### src/rtl/prod_accum.sv
// ============================================================================
// Module   : prod_accum
// Summary  : Handshaked accumulator that sums 1..15 multiplier products per result.
//            Define PROD_ACCUM_SAT_EN to clamp the sum on carry instead of wrapping.
// Revision : 1.0  initial release
// ============================================================================
`default_nettype none

module prod_accum #(
  parameter int IN_W  = 14,
  parameter int ACC_W = 18,
  parameter int CNT_W = 4
) (
  input  logic             clk,
  input  logic             rst_n,
  input  logic             clear,
  input  logic [CNT_W-1:0] num_terms,
  input  logic             in_valid,
  output logic             in_ready,
  input  logic [IN_W-1:0]  in_prod,
  output logic             out_valid,
  input  logic             out_ready,
  output logic [ACC_W-1:0] out_sum,
  output logic [CNT_W-1:0] out_count,
  output logic             overflow
);

  localparam logic [1:0] S_IDLE  = 2'd0;
  localparam logic [1:0] S_ACCUM = 2'd1;
  localparam logic [1:0] S_DONE  = 2'd2;
  localparam logic [CNT_W-1:0] c_one = {{(CNT_W-1){1'b0}}, 1'b1};

  logic [1:0]       state_q, state_d;
  logic [ACC_W-1:0] sum_q, sum_d;
  logic [CNT_W-1:0] cnt_q, cnt_d;
  logic [CNT_W-1:0] tgt_q, tgt_d;
  logic             ovf_q, ovf_d;
  logic             rdy_en_q;

  logic             w_first;
  logic             w_in_xfer;
  logic             w_out_xfer;
  logic [ACC_W:0]   w_add;
  logic             w_carry;
  logic [ACC_W-1:0] w_sum_new;
  logic [CNT_W-1:0] w_cnt_new;
  logic [CNT_W-1:0] w_tgt_eff;
  logic             w_ovf_new;
  logic             w_last;

  assign w_in_xfer  = in_valid & in_ready;
  assign w_out_xfer = out_valid & out_ready;
  assign w_first    = (state_q == S_IDLE);

  // The first term of a result starts from a zero base so IDLE and ACCUM share one adder.
  assign w_add     = {1'b0, (w_first ? {ACC_W{1'b0}} : sum_q)}
                   + {{(ACC_W + 1 - IN_W){1'b0}}, in_prod};
  assign w_carry   = w_add[ACC_W];
  assign w_cnt_new = (w_first ? {CNT_W{1'b0}} : cnt_q) + c_one;
  assign w_tgt_eff = w_first ? ((num_terms == '0) ? c_one : num_terms) : tgt_q;
  assign w_ovf_new = w_carry | (~w_first & ovf_q);
  assign w_last    = (w_cnt_new == w_tgt_eff);

`ifdef PROD_ACCUM_SAT_EN
  assign w_sum_new = w_carry ? {ACC_W{1'b1}} : w_add[ACC_W-1:0];
`else
  assign w_sum_new = w_add[ACC_W-1:0];
`endif

  always_ff @(posedge clk or negedge rst_n) begin
    if (!rst_n) begin
      state_q  <= S_IDLE;
      rdy_en_q <= 1'b0;
    end else begin
      state_q  <= state_d;
      rdy_en_q <= 1'b1;
    end
  end

  always_comb begin
    state_d = state_q;
    if (clear) begin
      state_d = S_IDLE;
    end else begin
      case (state_q)
        S_IDLE, S_ACCUM: if (w_in_xfer) state_d = w_last ? S_DONE : S_ACCUM;
        S_DONE:          if (w_out_xfer) state_d = S_IDLE;
        default:         state_d = S_IDLE;
      endcase
    end
  end

  // in_ready is held low until the first clock after reset release.
  always_comb begin
    in_ready  = rdy_en_q & (state_q != S_DONE);
    out_valid = (state_q == S_DONE);
  end

  always_comb begin
    sum_d = sum_q;
    cnt_d = cnt_q;
    tgt_d = tgt_q;
    ovf_d = ovf_q;
    if (clear) begin
      sum_d = '0;
      cnt_d = '0;
      ovf_d = 1'b0;
    end else if (w_in_xfer) begin
      sum_d = w_sum_new;
      cnt_d = w_cnt_new;
      tgt_d = w_tgt_eff;
      ovf_d = w_ovf_new;
    end
  end

  always_ff @(posedge clk or negedge rst_n) begin
    if (!rst_n) begin
      sum_q <= '0;
      cnt_q <= '0;
      tgt_q <= '0;
      ovf_q <= 1'b0;
    end else begin
      sum_q <= sum_d;
      cnt_q <= cnt_d;
      tgt_q <= tgt_d;
      ovf_q <= ovf_d;
    end
  end

  assign out_sum   = sum_q;
  assign out_count = cnt_q;
  assign overflow  = ovf_q;

endmodule

`default_nettype wire

### config.mk
export PLATFORM = sky130hd
export DESIGN_NAME = prod_accum
export DESIGN_NICKNAME = d
export VERILOG_FILES = /design/src/rtl/prod_accum.sv
export SDC_FILE = /design/constraint.sdc
export NUM_CORES = 1
export LEC_CHECK = 0
export ABC_CLOCK_PERIOD_IN_PS = 8050
export CAP_MARGIN = 20
export CORE_MARGIN = 8
export CORE_UTILIZATION = 45
export DETAILED_ROUTE_END_ITERATION = 16
export PLACE_DENSITY = 0.72
export SLEW_MARGIN = 20
export SYNTH_ARGS = -nofsm -noshare
export SYNTH_HDL_FRONTEND = slang
export SYNTH_SLANG_ARGS = --single-unit
### constraint.sdc
create_clock -name clk -period 8.05 [get_ports clk]
set_input_delay 1.61 -clock clk [delete_from_list [all_inputs] [get_ports clk]]
set_output_delay 1.61 -clock clk [all_outputs]
set_load 0.005 [all_outputs]
# Word-level counts from Yosys, hierarchy flattened
# Index checks and enable logic that the tools add are counted.
[op_classes]
eq_ne = 6
n_mul = 0
n_div = 0
n_shift = 0
magnitude_cmp = 0
n_reduce_logical = 6
n_addsub = 2
bitwise = 7
muxes = 15
[op_table]
columns = ["operator", "n"]
rows = [
  ["$mux W18", 3],
  ["$mux W4", 5],
  ["$add A18 B14 Y19", 1],
  ["$mux W2", 4],
  ["$add A4 B1 Y4 const B", 1],
  ["$and A1 B1 Y1", 4],
  ["$eq A4 B4 Y1", 1],
  ["$logic_not A4 Y1", 1],
  ["$pmux W2 S2", 1],
  ["$reduce_and A2 Y1", 2],
  ["$ne A3 B2 Y1 const B", 1],
  ["$ne A3 B3 Y1 const B", 1],
  ["$eq A2 B1 Y1 const B", 1],
  ["$eq A2 B2 Y1 const B", 1],
  ["$logic_not A2 Y1", 1],
  ["$mux W1", 2],
  ["$ne A2 B2 Y1 const B", 1],
  ["$not A1 Y1", 2],
  ["$reduce_bool A2 Y1", 1],
  ["$reduce_or A2 Y1", 1],
  ["$or A1 B1 Y1", 1],
]
[word_totals]
mem_bits_ro = 0
mem_bits_rw = 0
mem_count = 0
inputBits = 23
latch_bits = 0
out_inout_bits = 25
regBits = 30

# Longest topological paths before layout
[depth]
word_depth = 8
ltp_mapped = 13

# Worst setup path after synthesis
# Ideal clock, no wire load.
[synth_timing]
kind = "input port to flip-flop"
start = "input port in_prod[1]"
end = "register sum_q[15], in the netlist out_sum[15]"
cell_stages = 7
path_slack_ps = 4713
setup_ps = 69
arrival_time_ps = 3268
path_cell_list = "ha_1 -> a211oi_2 -> o211ai_2 -> a221oi_4 -> a211oi_2 -> or4b_1 -> nand3_1"
[synth_via]
elab_chain_len = 3
[synth_lines]
columns = ["item", "line", "rtl"]
rows = [
  ["start: declaration", "20", "input logic [IN_W-1:0] in_prod,"],
  ["$add A18 B14 Y19", "57", "+ {{(ACC_W + 1 - IN_W){1'b0}}, in_prod};"],
  ["$mux W18", "108", "end else if (w_in_xfer) begin"],
  ["$mux W18", "104", "if (clear) begin"],
  ["end signal: assignment", "123", "sum_q <= sum_d;"],
  ["end: declaration", "34", "logic [ACC_W-1:0] sum_q, sum_d;"],
]
# No other way between the ends. The select of a mux whose other input is x is not followed.
# A chain may end at the register's enable or synchronous reset.

# Worst setup path after layout
[layout_timing]
start = "input port in_prod[0]"
end = "register sum_q[14], in the netlist out_sum[14]"
# Same word-level chain as after synthesis.

==> out/metrics.cfg <==
[synthesis]
ys_top_cells_by_area=dfrtp_1, ha_1, nand2_1, and2_1, a21oi_1
synth-xor-area-share=0.05691
synth_largest_area_cell=dfrtp_1
yosysTopAreaCellShare=0.3484
yosys_warnings=0
synthMuxAreaShare=0.01568
synth_compound_area_frac=0.2091
ys_async_sr_fraction=1.000
synth-edff-count=0
yosys.area_share.adder=0.09640
synth_simple_gate_area_frac=0.2352
synth_seq_cells=30
ys_types=48
synth_area_per_cell_um2=8.550
ys_seq_area_frac=0.3484
synth_top_family_by_area=simple AND/OR/NAND/NOR gates
dominantRegCellSynth=dfrtp_1
syn-cell-area_mm2=0.002155
syn_inst=252
syn_nets=291

[setup_path]
path_cells=clkdlybuf4s50_1, ha_1, inv_1, fa_1, nor2b_1, o31a_2, o211ai_1, a21oi_1, a32oi_1, o21ai_1
cp.arrival_ps=3910
cp_max_fo=5
crit_family=compound AO/OA/AOI/OAI gates
path_buf_inv=2
worst_setup_path_start_kind=input port
slowest_delay_ps=470
crit_type=in -> reg
cp_slowest_cell=clkdlybuf4s50_1
required_ps=8260
rrSetupSlack_ps=5150
cp-end-kind=flop

[clocking]
clk_latency_ps=290
cts_resized=0
holdBufCountCts=0
cts_tree=done
post-cts-setup-buffer-count=0
cts_sinks=30
max-clock-path-buffers=2
cts_htree_levels=2
cts.reportedPaths.clkPinSlew_ps=70
cts_buffers=5
cts-root-buf=clkbuf_8

[timing]
hold_viol_final=0
drv_slew=0
setup_slack_ps=4352
skew_ps=9.629
period_needed_ps=3698
setup_viol=0
rsz0062_at_grt=no
period_share=0.4593
maxSlewHeadroom=0.4660
max_slew.worst_pin.slew_ps=798.5
tns_ps=0
fmax_ghz=0.2704

[die]
io_pins=48
dieHeight_um=85.20
std_cell_rows=25
design.die.area_mm2=0.007258
fp.coreArea_mm2=0.004661
start_util=0.4623
die_w_um=85.20

[pwr]
leakage_uw=0.001171
powerDensity_mw_per_mm2=146.3
ir_worst_vdd_mv=0.1249

[routing]
drc=0
drt_wl_total_mm=5.464
via_count=1994
dr.pass1.iters=4
ant_nets=0
viasPerCell=5.649
routedWlPerCell_um=15.48
drt_iter0_drc=123

[grt]
antenna_found_initial=0
grt_start_max_net_pins=31
overflow=0
grtUsageTotal=0.1567
grt_pass1_vias=2003
grt_pass1_wl_mm=9.301

[finish]
num-nets-final=338
nFillCells=422
utilization=0.5954
mostFrequentLayoutCells=clkdlybuf4s50_1, nand2_1, dfrtp_1, a21oi_1, nor2_1
layout.cells.non_filler=353
areaGrowthSynthToFinish_pct=28.80
mostFrequentLayoutCell=clkdlybuf4s50_1
layout-drive-gt1-share=0.05351
multi_input_area_mm2=0.001325
antennaDiodeCount=0
regArea_um2=750.7

[job]
maxCapViolCount=0

[place]
dp_hpwl_mm=3.973
portBuffers=47
post-place-ws_ps=4089
dp_cells=346
place_congestion=0.8467

[hold_path]
hp-class=reg -> reg

[status]
status=finished, final reports clean

power by group:
part	total (uW)	internal (uW)	switching, uW
Combinational	79.3	38.9	40.4
Clock	159	99.0	59.6
Sequential	168	161	7.59
flip-flops by register name, indices dropped and copies added, names as in the netlist:
signal     count
out_sum       18
overflow       1
tgt_q          4
state_q        2
rdy_en_q       1
out_count      4
synth_stat cells (2+ instances only):
cell / n
dfrtp_1: 30
nand3_1: 9
xnor2_1: 10
ha_1: 15
nand2_1: 31
clkbuf_1: 7
inv_1: 9
a211oi_1: 4
o211ai_1: 5
a32oi_1: 2
nand4_1: 3
nor2_1: 21
o31ai_1: 2
nor3_1: 7
nor2b_1: 3
or4b_1: 2
a211oi_2: 2
a21oi_1: 21
nand2b_1: 2
and3_1: 2
o21ai_0: 9
o21bai_1: 2
and2_1: 17
xor2_1: 4
mux2_2: 2
o21ai_1: 9
worst reg2reg max path, cell delays in order (launching register included):
cell      delay [ps]
dfrtp_1          400
or2_0            220
buf_4            220
and2_1           190
ha_1             320
o211ai_1         240
a21oi_1          140
a221oi_4         370
a211oi_2         170
or4b_1           480
nand3_1           90
stage by stage:
step	hold slack, ps	instance area, um^2	power [uW]
final	512.6	2775	406.1
after global routing	540.1	2775	425.4
after CTS	521.1	2775	411.0
after detailed placement	500.2	2663	250.4
after global placement	499.3	2663	249.2
after floorplan	482.1	2155	215.7
final timing paths:
path,cells after the start,end,from
setup / recovery,10,out_sum[14],in_prod[0]
hold / removal,2,out_sum[11],out_sum[11]
setup reg to reg,10,out_sum[15],state_q[0]
hold reg to reg,2,out_sum[11],out_sum[11]
max in group asynchronous,2,out_sum[0],rst_n
min in group asynchronous,2,out_sum[12],rst_n
layer usage:
| metal | vias up | GRT usage | routed length [um] | share of wire |
|---|---|---|---|---|
| li1 | 995 | - | - | - |
| met1 | 940 | 0.1858 | 2512 | 0.46 |
| met2 | 51 | 0.2585 | 2567 | 0.47 |
| met3 | 8 | 0.04247 | 301 | 0.055 |
| met4 | 0 | 0.06796 | 84 | 0.015 |
| met5 | - | 0 | 0 | 0 |
kinds of logic after synthesis:
kind of cell    after synthesis
simple gates                103
compound gates               67
flops                        30
buf+inv                      18
fa+ha+maj                    16
xor+xnor                     14
mux                           3
other cells                   1
area by class of cell:
class	instances	share of cell area
inverter	9	0.01217
tap	54	0.02435
timing repair buffer	49	0.1749
sequential	30	0.2705
clock inverter	1	0.01082
multi-input combinational	204	0.4775
clock buffer	6	0.02976
Power figures use the tool's default switching activity.
